File: src/rtl/vend_ctrl_param.sv
// Parametrised vending controller: three coin denominations, a credit register,
// vend handshake and change pulse stream. Optional stock counter: VEND_STOCK_EN.
// Ports: clk, rst (async, active-high); coin_valid/coin_sel, cancel, vend_ack,
//   chg_ack in; credit, coin_accept, coin_reject, vend_req, chg_req, busy out;
//   with VEND_STOCK_EN also restock in, sold_out out.
module vend_ctrl_param #(
  parameter int CREDIT_W   = 6,
  parameter int PRICE      = 15,
  parameter int COIN_A_VAL = 5,
  parameter int COIN_B_VAL = 10,
  parameter int COIN_C_VAL = 25,
  parameter int CHG_UNIT   = 5
`ifdef VEND_STOCK_EN
  ,
  parameter int STOCK_W    = 4,
  parameter int STOCK_INIT = 10
`endif
) (
  input  logic                clk,
  input  logic                rst,
  input  logic                coin_valid,
  input  logic [1:0]          coin_sel,
  input  logic                cancel,
  input  logic                vend_ack,
  input  logic                chg_ack,
`ifdef VEND_STOCK_EN
  input  logic                restock,
  output logic                sold_out,
`endif
  output logic [CREDIT_W-1:0] credit,
  output logic                coin_accept,
  output logic                coin_reject,
  output logic                vend_req,
  output logic                chg_req,
  output logic                busy
);

  localparam int CW = CREDIT_W + 1;
  localparam logic [CW-1:0] MAX_C   = CW'((1 << CREDIT_W) - 1);
  localparam logic [CW-1:0] PRICE_W = CW'(PRICE);
  localparam logic [CW-1:0] CHG_C   = CW'(CHG_UNIT);
  localparam logic [CW-1:0] VAL_A   = CW'(COIN_A_VAL);
  localparam logic [CW-1:0] VAL_B   = CW'(COIN_B_VAL);
  localparam logic [CW-1:0] VAL_C   = CW'(COIN_C_VAL);
  localparam logic [CREDIT_W-1:0] PRICE_C = CREDIT_W'(PRICE);

  typedef enum logic [1:0] {
    IDLE, COLLECT, VEND, CHANGE
  } state_t;

  state_t state, state_nxt;
  logic [CREDIT_W-1:0] credit_nxt;
  logic [CW-1:0] coin_val, sum;
  logic acc_nxt, rej_nxt, vend_done;
  logic coin_bad, sold_block;

  always_comb begin
    coin_val = '0;
    unique case (coin_sel)
      2'b00:   coin_val = VAL_A;
      2'b01:   coin_val = VAL_B;
      2'b10:   coin_val = VAL_C;
      default: coin_val = '0;
    endcase
  end

  // one extra bit so an overflowing sum is caught rather than wrapped
  assign sum = {1'b0, credit} + coin_val;
  assign coin_bad = (coin_sel == 2'b11) || (sum > MAX_C) || sold_block;

  always_comb begin
    state_nxt  = state;
    credit_nxt = credit;
    acc_nxt    = 1'b0;
    rej_nxt    = 1'b0;
    vend_done  = 1'b0;
    unique case (state)
      IDLE, COLLECT: begin
        if (cancel && state == COLLECT) begin
          state_nxt = CHANGE;
          rej_nxt   = coin_valid;
        end else if (coin_valid) begin
          if (coin_bad) begin
            rej_nxt = 1'b1;
          end else begin
            acc_nxt    = 1'b1;
            credit_nxt = sum[CREDIT_W-1:0];
            state_nxt  = (sum >= PRICE_W) ? VEND : COLLECT;
          end
        end
      end
      VEND: begin
        rej_nxt = coin_valid;
        if (vend_ack) begin
          vend_done  = 1'b1;
          credit_nxt = credit - PRICE_C;
          state_nxt  = (credit_nxt != '0) ? CHANGE : IDLE;
        end
      end
      CHANGE: begin
        rej_nxt = coin_valid;
        if (credit == '0) begin
          state_nxt = IDLE;
        end else if (chg_ack) begin
          if ({1'b0, credit} <= CHG_C) begin
            credit_nxt = '0;
            state_nxt  = IDLE;
          end else begin
            credit_nxt = credit - CHG_C[CREDIT_W-1:0];
          end
        end
      end
      default: state_nxt = IDLE;
    endcase
  end

  always_ff @(posedge clk or posedge rst) begin
    if (rst) begin
      state       <= IDLE;
      credit      <= '0;
      coin_accept <= 1'b0;
      coin_reject <= 1'b0;
      vend_req    <= 1'b0;
      chg_req     <= 1'b0;
      busy        <= 1'b0;
    end else begin
      state       <= state_nxt;
      credit      <= credit_nxt;
      coin_accept <= acc_nxt;
      coin_reject <= rej_nxt;
      vend_req    <= (state_nxt == VEND);
      chg_req     <= (state_nxt == CHANGE) && (credit_nxt != '0);
      busy        <= (state_nxt == VEND) || (state_nxt == CHANGE);
    end
  end

`ifdef VEND_STOCK_EN
  localparam logic [STOCK_W-1:0] STOCK_C = STOCK_W'(STOCK_INIT);

  logic [STOCK_W-1:0] stock, stock_nxt;

  // restock beats a same-cycle vend decrement
  always_comb begin
    stock_nxt = stock;
    if (restock)
      stock_nxt = STOCK_C;
    else if (vend_done && stock != '0)
      stock_nxt = stock - 1'b1;
  end

  always_ff @(posedge clk or posedge rst) begin
    if (rst) begin
      stock    <= STOCK_C;
      sold_out <= (STOCK_C == '0);
    end else begin
      stock    <= stock_nxt;
      sold_out <= (stock_nxt == '0);
    end
  end

  assign sold_block = sold_out;
`else
  assign sold_block = 1'b0;
`endif

endmodule

File: config.mk
export PLATFORM = sky130hd
export DESIGN_NAME = vend_ctrl_param
export DESIGN_NICKNAME = d
export VERILOG_FILES = /design/src/rtl/vend_ctrl_param.sv
export SDC_FILE = /design/constraint.sdc
export NUM_CORES = 1
export LEC_CHECK = 0
export CAP_MARGIN = 20
export CORE_MARGIN = 1.5
export CORE_UTILIZATION = 49
export CTS_CLUSTER_SIZE = 16
export DETAILED_ROUTE_END_ITERATION = 10
export GPL_ROUTABILITY_DRIVEN = 0
export PLACE_DENSITY = 0.74
export SETUP_SLACK_MARGIN = 0.4
export SLEW_MARGIN = 20
export SYNTH_ARGS = -nofsm -noshare
export SYNTH_HDL_FRONTEND = slang
export SYNTH_SLANG_ARGS = --single-unit
File: constraint.sdc
create_clock -name clk -period 2.41 [get_ports clk]
set_clock_uncertainty 0.15 [all_clocks]
set_input_delay 0.482 -clock clk [delete_from_list [all_inputs] [get_ports clk]]
set_output_delay 0.482 -clock clk [all_outputs]
set_load 0.005 [all_outputs]
==> run_results.csv <==
group,metric,value,unit
setup_path,cp_data_arrival_time,2.88,ns
clock_network,clock-sinks,12,
yosys,avgSynthCellArea,8.00,µm²
global_route,grt_pass1_vias,1630,
setup_path,crit_chain,"ha_4 -> fa_2 -> a211oi_4 -> o2111a_1 -> or2_4 -> mux2i_2 -> a32oi_1 -> nor4_2 -> a211oi_2",
yosys,yosys_register_bits,12,
clock_network,cts_max_path_buffers,2,
die,die_w,54.3,µm
die,io_pins,19,
global_route,antenna_found_initial,0,
clock_network,cts_tree,"built",
timing,hold_viol,0,
routing,wire_per_inst,23.9,µm
placed_design,dp_hpwl,3160,µm
worst_hold_path,worstHoldPathType,"in2async",
setup_path,critPathKind,"reg2reg",
final_layout,syn_to_final_growth,76.1,%
yosys,ys_warn_count,0,
final_layout,nNetsFinal,258,
flow_run,cap_violations,0,
clock_network,htreeDepth,1,
yosys,synth_nets,183,
status,violations,"negative setup slack",
pwr,irDropWorstVdd,0.00118,V
routing,drt.antenna.violating_nets,0,
yosys,ys_seq_area_share,23.3,%
yosys,syn_area,0.00129,mm²
global_route,grt-ovfl-total,0,
timing,tightest_slew,0.526,ns
clock_network,holdBufCountCts,0,
setup_path,start_kind,"flop",
final_layout,final_util,91.6,%
setup_path,setup.worst_path.end_class,"flop",
timing,holdWs,0.383,ns
routing,num_vias,1825,
timing,finalWorstPathRequiredPeriod,2.85,ns
pwr,power.leakage,0.00100,µW
status,status,"complete, but fails checks",
final_layout,nFillCells,93,
timing,rsz0062_at_grt,"true",
die,fp-row-count,18,
clock_network,worst_skew_pair.late_latency,0.30,ns
timing,setup_viol,8,
setup_path,critPathTopFamily,"compound AO/OA/AOI/OAI gates",
clock_network,cts_root_buf,"clkbuf_4",
final_layout,n_antenna_cell,0,
timing,slew_headroom,64.9,%
yosys,ys_types,51,
clock_network,cts_made_buffers,3,
routing,dr.pass1.iters,8,
setup_path,crit_cells,9,
setup_path,required,2.43,ns
setup_path,cp_slowest_stage_delay,0.42,ns
global_route,grt_pass1_wl,7470,µm
die,die_h,54.3,µm
die,fp.dieArea,0.00295,mm²
routing,first_iter_violations,122,
setup_path,cpMaxStageDelayCell,"dfrtp_1",
placed_design,port_buffers,18,
setup_path,reg2reg_depth,9,
setup_path,cp_max_fo,4,
global_route,grt_max_degree,19,
timing,post-route-period-util,118,%
routing,viasPerCell,6.89,
final_layout,drive_gt1_share,47.7,%
pwr,p_per_area,1500,mW/mm²
clock_network,clkSlewWorstSetupHoldPaths,0.11,ns
timing,max_freq,0.351,GHz
yosys,netlist_instances,161,
setup_path,cp_num_buf_inv,0,
routing,drc,0,
timing,slew_violations,0,
die,floorplan.initialDensity,52.0,%
routing,wl,6350,µm
global_route,grt_use_total,35.9,%
timing,fin_ws,-0.443,ns
die,core,0.00248,mm²
cell usage in the layout, fill, tap and decap left out, types with 2 or more instances in the layout:
master / instances
inv_1: 9
nand3_1: 4
dfrtp_2: 3
inv_2: 3
clkdlybuf4s50_1: 14
buf_4: 53
dfrtp_1: 9
o21ai_1: 2
o21bai_1: 3
nor2b_1: 4
a31oi_1: 3
o311ai_2: 2
nor2_4: 2
buf_6: 11
a211oi_4: 2
nand4_1: 2
o21ai_0: 5
ha_1: 6
mux2i_2: 2
ha_4: 7
clkbuf_4: 3
nor3_1: 2
xnor2_1: 2
a21oi_1: 10
nor2_1: 9
nand3b_1: 2
xor2_1: 4
nand2b_1: 3
a211oi_2: 2
a21oi_4: 2
nand2_1: 10
cells by family after synthesis:
logic type,count (synthesis),synth area share [%]
AOI/OAI and AO/OA,51,27.7
and+or+nand+nor,50,19.8
DFF,12,23.3
muxes,4,3.20
adders and majority gates,14,14.2
xor gates and xnor gates,6,4.08
buffers and inverters,24,7.77
worst reg2reg max path, cell delays in order, from the launching register on:
cell and delay [ns]:
dfrtp_1 0.42, ha_4 0.18, fa_2 0.36, a211oi_4 0.27, o2111a_1 0.25, or2_4 0.17
mux2i_2 0.28, a32oi_1 0.15, nor4_2 0.35, a211oi_2 0.16
routing by layer:
metal	vias up	wire, µm	part of all wire (%)	GRT usage (%)
li1	725	-	-	-
met3	72	737	12	3.01
met4	0	581	9.2	23.3
met5	-	0	0	0
met2	186	2910	46	64.7
met1	842	2120	33	40.2
report_power, final:
| group | internal (µW) | switching, µW | leakage, µW | total, µW |
|---|---|---|---|---|
| clock network | 92.2 | 90.6 | 0.0000210 | 183 |
| registers | 298 | 120 | 0.000140 | 418 |
| logic | 1370 | 1430 | 0.000842 | 2800 |
path summary, 6_finish.rpt:
path,end,start,slack [ns]
max,chg_req,credit[0],-0.44
min,coin_reject,rst,0.38
max reg2reg,chg_req,credit[0],-0.44
min reg2reg,coin_accept,state[1],0.50
max in group asynchronous,credit[4],rst,1.32
min in group clk,coin_accept,state[1],0.50
cell type report:
type	instances	area (µm²)	area share, %
multi-input cells	125	1140	50.2
clock buffers	4	36.3	1.60
inverters	14	70.1	3.09
repair buffers	80	683	30.1
well taps	30	37.5	1.65
flip-flops and latches	12	304	13.4
repair_timing:
action,in CTS,in global routing
gates resized for setup,47,17
setup buffers,15,9
endpoints found under the setup margin,18,15
pin swaps,14,8
sequential cells by signal, indices dropped and copies added (netlist names):
register and flops:
credit 6, state 2, chg_req 1, coin_accept 1, coin_reject 1, vend_req 1
synthesized netlist by cell type, drive strengths merged:
cell / count / area, µm²
inv: 14 / 52.6
a21oi: 13 / 65.1
ha: 13 / 163
dfrtp: 12 / 300
nor2: 12 / 45.0
nand2: 11 / 41.3
o21ai: 9 / 45.0
clkbuf: 8 / 31.3
nand3: 5 / 25.0
nor2b: 5 / 31.3
a211oi: 4 / 35.0
a31oi: 4 / 25.0
o21bai: 4 / 30.0
xor2: 4 / 35.0
mux2i: 3 / 30.0
nand2b: 3 / 18.8
nor3: 3 / 15.0
a22oi: 2 / 15.0
buf: 2 / 16.3
nand3b: 2 / 15.0
nand4: 2 / 12.5
o311ai: 2 / 25.0
xnor2: 2 / 17.5
a2111oi: 1 / 8.76
a211o: 1 / 8.76
a21bo: 1 / 10.0
a22o: 1 / 8.76
a311oi: 1 / 8.76
a32oi: 1 / 8.76
a41oi: 1 / 8.76
and3: 1 / 6.26
and3b: 1 / 8.76
and4: 1 / 8.76
fa: 1 / 20.0
mux2: 1 / 11.3
nor4: 1 / 6.26
nor4b: 1 / 8.76
o2111a: 1 / 11.3
o21a: 1 / 7.51
o22a: 1 / 10.0
o22ai: 1 / 6.26
o311a: 1 / 10.0
o31a: 1 / 8.76
or2: 1 / 6.26
or3: 1 / 6.26
stage by stage:
step / worst slack, ns / instance area [µm²] / cells / total power (µW) / setup TNS [ns]
final: -0.443 / 2270 / 265 / 3400 / -1.70
after CTS: -0.272 / 2120 / 256 / 2770 / -0.780
after global routing: -0.464 / 2270 / 265 / 3520 / -2.33
after floorplan: -0.165 / 1380 / 161 / 1430 / -0.315
after global placement: -0.927 / 1830 / 237 / 2150 / -7.92
after detailed placement: -1.08 / 1830 / 237 / 2220 / -8.69
No activity file was read; power rests on OpenSTA's default activity.
